**src/rtl/midi_msg_tx.sv**
```systemverilog
// midi_msg_tx: MIDI Note-On/Note-Off message transmitter.
// Commands are queued in a small FIFO, packed into 2- or 3-byte MIDI messages
// (with optional running status) and shifted out as 8N1 UART frames.
//
// Ports:
//   clk, reset        system clock, asynchronous active-high reset
//   msg_valid/ready   command handshake (transfer on valid & ready at clk edge)
//   msg_note_on       1 = Note-On (0x9n), 0 = Note-Off (0x8n)
//   msg_channel       MIDI channel n
//   msg_note          note number
//   msg_velocity      velocity
//   rs_clear          1-cycle pulse; forget the last status byte sent
//   tx                UART serial output, idle high (registered)
//   busy              FIFO non-empty, packer active, or frame shifting
//   fifo_count        entries currently queued
module midi_msg_tx #(
  parameter int CLK_HZ         = 100000000,
  parameter int BAUD           = 31250,
  parameter int FIFO_DEPTH     = 4,
  parameter int RUNNING_STATUS = 1
) (
  input  logic                            clk,
  input  logic                            reset,
  input  logic                            msg_valid,
  output logic                            msg_ready,
  input  logic                            msg_note_on,
  input  logic [3:0]                      msg_channel,
  input  logic [6:0]                      msg_note,
  input  logic [6:0]                      msg_velocity,
  input  logic                            rs_clear,
  output logic                            tx,
  output logic                            busy,
  output logic [$clog2(FIFO_DEPTH+1)-1:0] fifo_count
);

  localparam int CPB  = CLK_HZ / BAUD;
  localparam int CNTW = (CPB > 1) ? $clog2(CPB) : 1;
  localparam int PW   = $clog2(FIFO_DEPTH);
  localparam int CW   = $clog2(FIFO_DEPTH + 1);

  localparam logic [2:0] IDLE   = 3'd0;
  localparam logic [2:0] LOAD   = 3'd1;
  localparam logic [2:0] STATUS = 3'd2;
  localparam logic [2:0] DATA1  = 3'd3;
  localparam logic [2:0] DATA2  = 3'd4;

  // FIFO
  logic [18:0]   mem [FIFO_DEPTH];
  logic [PW-1:0] wr_ptr, rd_ptr;
  logic [CW-1:0] count;
  logic          push, pop, fifo_empty;

  // packer
  logic [2:0]  state, state_next;
  logic [18:0] cur;
  logic [7:0]  cur_status;
  logic [7:0]  last_status;
  logic        last_valid;
  logic        skip_status;

  // byte engine
  logic            shifting;
  logic [8:0]      shreg;
  logic [3:0]      bit_cnt;
  logic [CNTW-1:0] clk_cnt;
  logic            tx_q;
  logic            bit_end, frame_done, frame_near;
  logic            start;
  logic [7:0]      start_byte;

  assign fifo_empty = (count == '0);
  assign msg_ready  = (count != CW'(FIFO_DEPTH));
  assign push       = msg_valid && msg_ready;

  assign bit_end    = (clk_cnt == CNTW'(CPB - 1));
  assign frame_done = shifting && (bit_cnt == 4'd9) && bit_end;
  // One cycle before the last stop bit ends. DATA2 leaves here so that LOAD
  // coincides with the stop-bit end and the next message's start bit follows
  // without a gap.
  assign frame_near = shifting && (bit_cnt == 4'd9) && (clk_cnt == CNTW'(CPB - 2));

  assign pop = !fifo_empty && ((state == IDLE) || ((state == DATA2) && frame_near));

  assign cur_status  = {1'b1, 2'b00, cur[18], cur[17:14]};
  assign skip_status = (RUNNING_STATUS != 0) && last_valid && !rs_clear &&
                       (last_status == cur_status);

  // FIFO storage (no reset needed; emptiness is tracked by count)
  always_ff @(posedge clk) begin
    if (push) mem[wr_ptr] <= {msg_note_on, msg_channel, msg_note, msg_velocity};
  end

  always_ff @(posedge clk or posedge reset) begin
    if (reset) begin
      wr_ptr <= '0;
      rd_ptr <= '0;
      count  <= '0;
      cur    <= '0;
    end else begin
      if (push) wr_ptr <= wr_ptr + PW'(1);
      if (pop) begin
        rd_ptr <= rd_ptr + PW'(1);
        cur    <= mem[rd_ptr];
      end
      if (push && !pop)      count <= count + CW'(1);
      else if (pop && !push) count <= count - CW'(1);
    end
  end

  // packer next state and byte hand-off
  always_comb begin
    state_next = state;
    start      = 1'b0;
    start_byte = '0;
    case (state)
      IDLE: if (!fifo_empty) state_next = LOAD;
      LOAD: begin
        start = 1'b1;
        if (skip_status) begin
          start_byte = {1'b0, cur[13:7]};
          state_next = DATA1;
        end else begin
          start_byte = cur_status;
          state_next = STATUS;
        end
      end
      STATUS: if (frame_done) begin
        start      = 1'b1;
        start_byte = {1'b0, cur[13:7]};
        state_next = DATA1;
      end
      DATA1: if (frame_done) begin
        start      = 1'b1;
        start_byte = {1'b0, cur[6:0]};
        state_next = DATA2;
      end
      DATA2: if (frame_near) state_next = fifo_empty ? IDLE : LOAD;
      default: state_next = IDLE;
    endcase
  end

  always_ff @(posedge clk or posedge reset) begin
    if (reset) state <= IDLE;
    else       state <= state_next;
  end

  // last-status tracking; a LOAD always records its own status, after rs_clear
  // has already forced the status byte out
  always_ff @(posedge clk or posedge reset) begin
    if (reset) begin
      last_status <= '0;
      last_valid  <= 1'b0;
    end else if (state == LOAD) begin
      last_status <= cur_status;
      last_valid  <= 1'b1;
    end else if (rs_clear) begin
      last_valid  <= 1'b0;
    end
  end

  // byte engine: start bit, 8 data bits LSB first, stop bit
  always_ff @(posedge clk or posedge reset) begin
    if (reset) begin
      shifting <= 1'b0;
      shreg    <= '1;
      bit_cnt  <= '0;
      clk_cnt  <= '0;
      tx_q     <= 1'b1;
    end else if (start) begin
      shifting <= 1'b1;
      shreg    <= {1'b1, start_byte};
      bit_cnt  <= '0;
      clk_cnt  <= '0;
      tx_q     <= 1'b0;
    end else if (shifting) begin
      if (bit_end) begin
        clk_cnt <= '0;
        if (bit_cnt == 4'd9) begin
          shifting <= 1'b0;
        end else begin
          tx_q    <= shreg[0];
          shreg   <= {1'b1, shreg[8:1]};
          bit_cnt <= bit_cnt + 4'd1;
        end
      end else begin
        clk_cnt <= clk_cnt + CNTW'(1);
      end
    end
  end

  assign tx         = tx_q;
  assign busy       = !fifo_empty || (state != IDLE) || shifting;
  assign fifo_count = count;

endmodule

```
**config.mk**
```make
export PLATFORM = sky130hd
export DESIGN_NAME = midi_msg_tx
export DESIGN_NICKNAME = d
export VERILOG_FILES = /design/src/rtl/midi_msg_tx.sv
export SDC_FILE = /design/constraint.sdc
export NUM_CORES = 1
export LEC_CHECK = 0
export CAP_MARGIN = 5
export CORE_ASPECT_RATIO = 2
export CORE_MARGIN = 2
export CORE_UTILIZATION = 50
export DETAILED_ROUTE_END_ITERATION = 6
export PLACE_DENSITY = 0.71
export SYNTH_ARGS = -nofsm -noshare
export SYNTH_HDL_FRONTEND = slang
export SYNTH_SLANG_ARGS = --single-unit
export TNS_END_PERCENT = 5
```
**constraint.sdc**
```tcl
create_clock -name clk -period 2.9 [get_ports clk]
set_clock_uncertainty 0.1 [all_clocks]
set_input_delay 0.29 -clock clk [delete_from_list [all_inputs] [get_ports clk]]
set_output_delay 0.29 -clock clk [all_outputs]
set_load 0.01 [all_outputs]
```
==> flow_summary.ini, run 1 <==
[grt]
grt_pass1_vias = 3612
track_usage = 0.187
grt_pass1_wl_mm = 17.8
antenna_found_initial = 0
grt_overflow = 0
grt_max_degree = 35

[clock_network]
numCtsBuffers = 17
clk_latency_ns = 0.41
cts_buffer_depth = 2
root_buffer = clkbuf_16
cts.reportedPaths.clkPinSlew_ns = 0.06
cts_tree = built
cts_max_level = 4
cts.sinks = 138

[synthesis]
yosysUniqueCellTypes = 52
synthAdderAreaFrac = 0.0223
synth-seq-cells = 138
synth_enable_flop_cells = 76
ys_dominant_reg_cell = edfxtp_1
netlist_top_cells_area = edfxtp_1 (38%), dfrtp_1 (22%), mux4_2 (7.2%), mux2_4 (4.5%), dfstp_2 (4.0%)
synth_top_area_share = 0.384
synth_xor_area_frac = 0.0309
syn_avg_cell_area_um2 = 15.1
syn-num-nets = 428
async_flop_share = 0.449
synth-compound-area-share = 0.0528
yosys_warnings = 0
synth_top_family_by_area = multiplexers
yosys.area_share.simple = 0.0957
synth_cells = 395
synth_top_area_cell = edfxtp_1
synth_mux_area_frac = 0.132
synth_area_mm2 = 0.00595
seq_area_frac_synth = 0.646

[power]
combinationalPowerShare = 0.103
switching_share = 0.244
p_per_area_mw_per_mm2 = 706
p_leak_nw = 2.72
clkPwrFrac = 0.410
switchingPower_mw = 1.22
p_int_mw = 3.77
power_frac_seq = 0.487
finalPower_mw = 4.99
peakVddDrop_mv = 0.520

[timing]
rsz0062_at_grt = no
slew_violations = 0
maxSlewHeadroom = 0.473
hold_viol_final = 0
finalSetupViolCount = 0
period_share = 0.950
worst_pin_slew_ns = 0.787
max_freq_mhz = 363
fin_crit_ns = 2.75
setup_tns_ns = 0

[placed_design]
gp_congestion = 0.832
dpl-instance-area_mm2 = 0.00646
hpwl_mm = 7.41
buffer_ports.inserted = 28

[critical_path]
critPathMaxStageDelay_ns = 0.52
slowest_stage = or4_1
arrival_ns = 2.36
startpoint_type = register
crit_type = reg -> out
critPathTopFamily = simple AND/OR/NAND/NOR gates
path_buf_inv = 1
required_ns = 2.51
path_max_fanout = 5
cp-end-kind = primary output
path_cells = or3_1 > or4_1 > clkdlybuf4s50_1

[detailed_routing]
vias_per_cell = 5.58
dr_total_vias = 3371
wl_per_cell_um = 17.6
antenna_left = 0
drt-initial-drc-count = 185
wl_mm = 10.6
drc = 0
dr.pass1.iters = 4

[floorplan]
ios = 29
std_cell_rows = 56
die_x_um = 81.1
die_h_um = 158
start_util = 0.508
core_area_mm2 = 0.0117
die_area_mm2 = 0.0128

[run]
maxCapViolations = 0

[worst_hold_path]
min_path_type = in -> async

[cells_and_area]
final_common_cell = edfxtp_1
layout_common_cells = edfxtp_1 (76), dfrtp_1 (53), clkdlybuf4s50_1 (28), nand2_1 (24), nor2_1 (20)
fin_nets = 479
postLayoutCoreUtil = 0.604
drive_above_1_share = 0.251
n_antenna_cell = 0
design_area_mm2 = 0.00706
syn_to_final_growth_pct = 18.7

[outcome]
status = finished clean
## cell families (layout without fill, tap and decap cells)
group | count (synthesis) | count (layout)
AO/OA/AOI/OAI | 46 | 46
XOR/XNOR | 21 | 21
adder cells (fa/ha/maj) | 10 | 10
buffers and inverters | 26 | 90
flip-flops | 138 | 138
multiplexers | 45 | 45
AND/OR/NAND/NOR | 109 | 109
## power groups by stage
stage | Combinational [mW] | Sequential (mW) | Clock, mW
floorplan | 0.286 | 2.45 | 0
global placement | 0.507 | 2.45 | 0
detailed placement | 0.525 | 2.47 | 0
CTS | 0.526 | 2.43 | 2.09
finish | 0.513 | 2.43 | 2.04
global route | 0.564 | 2.45 | 2.18
## timing repair
action                                  4_1_cts  5_1_grt
hold buffers                                  0        0
setup buffers                                 0        4
resized for setup                             0        1
endpoints found under the setup margin        0        1
## cell usage after synthesis, types with 6 or more instances
| master | count |
|---|---|
| o21ai_0 | 13 |
| and3_1 | 6 |
| nor3_1 | 10 |
| ha_1 | 9 |
| dfrtp_1 | 53 |
| edfxtp_1 | 76 |
| a31oi_1 | 6 |
| nand3_1 | 14 |
| dfstp_2 | 9 |
| mux2_2 | 7 |
| inv_1 | 11 |
| mux4_2 | 19 |
| xnor2_1 | 12 |
| nor2_1 | 20 |
| xor2_1 | 9 |
| clkbuf_1 | 9 |
| nand4_1 | 7 |
| a21oi_1 | 10 |
| nand2_1 | 24 |
| mux2_4 | 18 |
## state kept, by name, summed over array words and instances, names as in the netlist
name	flops
clk_cnt	12
fifo_count	3
rd_ptr	2
shifting	1
last_valid	1
shreg	8
cur	19
tx	1
wr_ptr	2
last_status	6
state	3
mem	76
bit_cnt	4
## metrics by stage
stage	worst slack (ns)	hold slack (ns)	std cells
finish	0.145	0.180	604
global route	0.00952	0.224	604
CTS	0.0803	0.191	600
detailed placement	0.0963	0.369	568
global placement	0.192	0.355	568
floorplan	0.0598	0.289	395
## worst register-to-register path, stage by stage, from the launching register on
cell	delay (ns)
dfrtp_1	0.39
inv_1	0.07
ha_1	0.16
and4b_1	0.25
nand3_2	0.12
o41ai_4	0.46
nand3_2	0.14
ha_2	0.20
inv_1	0.06
fa_1	0.41
mux2_2	0.27
## metal layers
metal  vias to the layer above  part of all wire  wire, um  GRT usage
met2                        48              0.57      6080      0.338
met1                      1712              0.39      4120      0.206
met4                         0             0.018       191     0.0759
met3                        20             0.023       244     0.0442
li1                       1591                 -         -          -
met5                         -                 0         0          0
## layout make-up
type	instances	area [um^2]
repair buffers	47	435
fillers	874	4640
clock buffers	18	429
multi-input cells	231	1990
well taps	145	181
clock inverters	14	138
flip-flops and latches	138	3840
inverters	11	41.3
## final timing paths
path                          startpoint            end  slack (ns)  cells after the start
min in group clk                      tx             tx        0.37                      2
min reg2reg                           tx             tx        0.37                      2
max                        fifo_count[0]           busy        0.15                      3
max in group asynchronous          reset       shreg[4]        1.84                      3
min                                reset  fifo_count[2]        0.18                      2
max reg2reg                   bit_cnt[1]  fifo_count[1]        0.15                     10
No activity file was read; power rests on OpenSTA's default activity.
==> inputs of run 2 (changes only) <==
Settings changed: ABC_AREA set to 1, CAP_MARGIN 5 to 20.
==> run 2 against run 1 <==
Sequential share of layout area fell by 2.5 points. Largest cell class unchanged. Hold slack got worse by 0.035 ns. Design area rose by 4.8%. Synthesized area rose by 5.8%. Fmax rose by 12%. Largest power group unchanged. Critical endpoint is now fifo_count[1]. Non-clock buffer count fell by 3.
==> flow_summary.ini, run 2 <==
[clock_network]
cts-hold-fix-buffers = 0
cts_tree = built
cts_setup_buffers = 0
cts_max_level = 4
numCtsBuffers = 17
cts.reportedPaths.clkPinSlew_ns = 0.07
clk_latency_ns = 0.42
root_buffer = clkbuf_16
cts_buffer_depth = 2
cts_resized = 0
cts.sinks = 138

[synthesis]
synth_enable_flop_cells = 76
synth-seq-cells = 138
yosysUniqueCellTypes = 34
syn_avg_cell_area_um2 = 9.77
synth_top_area_share = 0.363
synth_cells = 644
syn-num-nets = 677
synth_top_area_cell = edfxtp_1
yosys.cell_count.top_type = nand2_1
synth_common_cells = nand2_1 (134), nor2_1 (110), edfxtp_1 (76)
synth_area_mm2 = 0.00629
yosys_warnings = 0
netlist_top_cells_area = edfxtp_1 (36%), dfrtp_1 (21%), nand2_1 (8.0%), nor2_1 (6.6%), dfstp_2 (3.8%)
seq_area_frac_synth = 0.611
async_flop_share = 0.449
ys_dominant_reg_cell = edfxtp_1

[timing]
slew_violations = 0
finalSetupViolCount = 0
maxSlewHeadroom = 0.476
period_share = 0.850
rsz0062_at_grt = no
hold_viol_final = 0
max_freq_mhz = 406
worst_pin_slew_ns = 0.780
finalWorstSetupSlack_ns = 0.436
setup_tns_ns = 0
fin_crit_ns = 2.46

[power]
power_frac_seq = 0.471
p_int_mw = 3.86
p_per_area_mw_per_mm2 = 698
clkPwrFrac = 0.431
p_leak_nw = 3.06
switching_share = 0.253
combinationalPowerShare = 0.098
switchingPower_mw = 1.31
peakVddDrop_mv = 0.629

[placed_design]
hpwl_mm = 8.63
buffer_ports.inserted = 28
gp_congestion = 0.879
dp_worst_setup_slack_ns = 0.476

[detailed_routing]
drc = 0
top_layer = met4
dr_total_vias = 4574
drt-initial-drc-count = 404
wl_met2_mm = 6.76
dr.pass1.iters = 5
wl_met3_um = 536
wl_mm = 13.0
vias_per_cell = 5.40
wl_met1_mm = 5.38
wl_per_cell_um = 15.4
antenna_left = 0

[critical_path]
startpoint_type = register
required_ns = 3.10
path_max_fanout = 8
r2r_cells = 11
reg2reg_to = fifo_count[1]
cp-end-kind = register
arrival_ns = 2.67
reg2reg_slack_ns = 0.44
crit_type = reg -> reg
r2r-start = bit_cnt[1]

[grt]
grt_pass1_vias = 4558
grt_max_degree = 63
grt_overflow = 0
track_usage = 0.208
antenna_found_initial = 0
grt_pass1_wl_mm = 22.1

[cells_and_area]
final_common_cell = nand2_1
drive_above_1_share = 0.108
syn_to_final_growth_pct = 17.7
layout_common_cells = nand2_1 (134), nor2_1 (110), edfxtp_1 (76), dfrtp_1 (53), inv_1 (52)
largest_register_ffs = 76
fin_nets = 717
regMostFlops = mem
reg_top3 = mem: 76 flops, cur: 19 flops, clk_cnt: 12 flops
n_antenna_cell = 0

[floorplan]
std_cell_rows = 58
ios = 29
core_area_mm2 = 0.0124
die_x_um = 83.3
die_area_mm2 = 0.0136
die_h_um = 163
start_util = 0.507

[run]
maxCapViolations = 0

[outcome]
status = finished clean

[worst_hold_path]
min_path_type = in -> async
-- run 2: cells by family (layout without fill, tap and decap cells) --
logic type	Yosys count	after routing	share of synthesized area
multiplexers	1	1	0.00179
XOR/XNOR	10	10	0.0139
adder cells (fa/ha/maj)	10	10	0.0211
AO/OA/AOI/OAI	90	90	0.0897
buffers and inverters	80	133	0.0521
AND/OR/NAND/NOR	315	315	0.210
flip-flops	138	138	0.611
-- run 2: worst max path at each step --
stage,from,endpoint,slack (ns),cells after the start
2_1_floorplan,bit_cnt[1],fifo_count[1],0.41,12
3_3_place_gp,bit_cnt[1],fifo_count[1],0.54,11
3_5_place_dp,bit_cnt[1],fifo_count[1],0.48,11
4_1_cts,bit_cnt[1],fifo_count[1],0.43,11
5_1_grt,bit_cnt[1],fifo_count[1],0.27,11
6_report,bit_cnt[1],fifo_count[1],0.44,11
-- run 2: area by class of cell --
type | instances | area [um^2]
Fill cell | 1050 | 5010
Sequential cell | 138 | 3840
Multi-Input combinational cell | 426 | 2120
Clock buffer | 17 | 425
Timing Repair Buffer | 44 | 413
Inverter | 57 | 214
Clock inverter | 15 | 199
Tap cell | 150 | 188
-- run 2: metal layers --
metal,GRT usage,vias up
met4,0.0879,0
li1,-,2252
met2,0.354,106
met5,0,-
met3,0.0507,25
met1,0.254,2191
-- run 2: power by group through the flow --
stage                     Sequential (mW)  Combinational (mW)  Clock (mW)
after floorplan                      2.47               0.272           0
after global placement               2.46               0.505           0
after detailed placement             2.47               0.522           0
after CTS                            2.43               0.524        2.27
after global routing                 2.46               0.570        2.37
final                                2.43               0.507        2.23
-- run 2: worst max-delay path, stage by stage, from the launching register on --
cell and delay, ns:
dfrtp_1 0.41, inv_1 0.09, ha_1 0.14, nand3_1 0.13, nor2_4 0.20, nand2_1 0.11, o21ai_2 0.14, nand2_1 0.09
ha_1 0.18, inv_1 0.09, fa_1 0.41, mux2_2 0.26
-- run 2: per-stage QoR --
stage,std cells,cell area (um^2),hold WS [ns],utilization,total power [mW]
6_report,847,7400,0.144,0.597,5.17
5_1_grt,847,7400,0.193,0.597,5.39
4_1_cts,847,7400,0.165,0.597,5.23
3_5_place_dp,815,6780,0.354,0.546,2.99
3_3_place_gp,815,6780,0.351,0.546,2.97
2_1_floorplan,644,6290,0.289,-,2.74
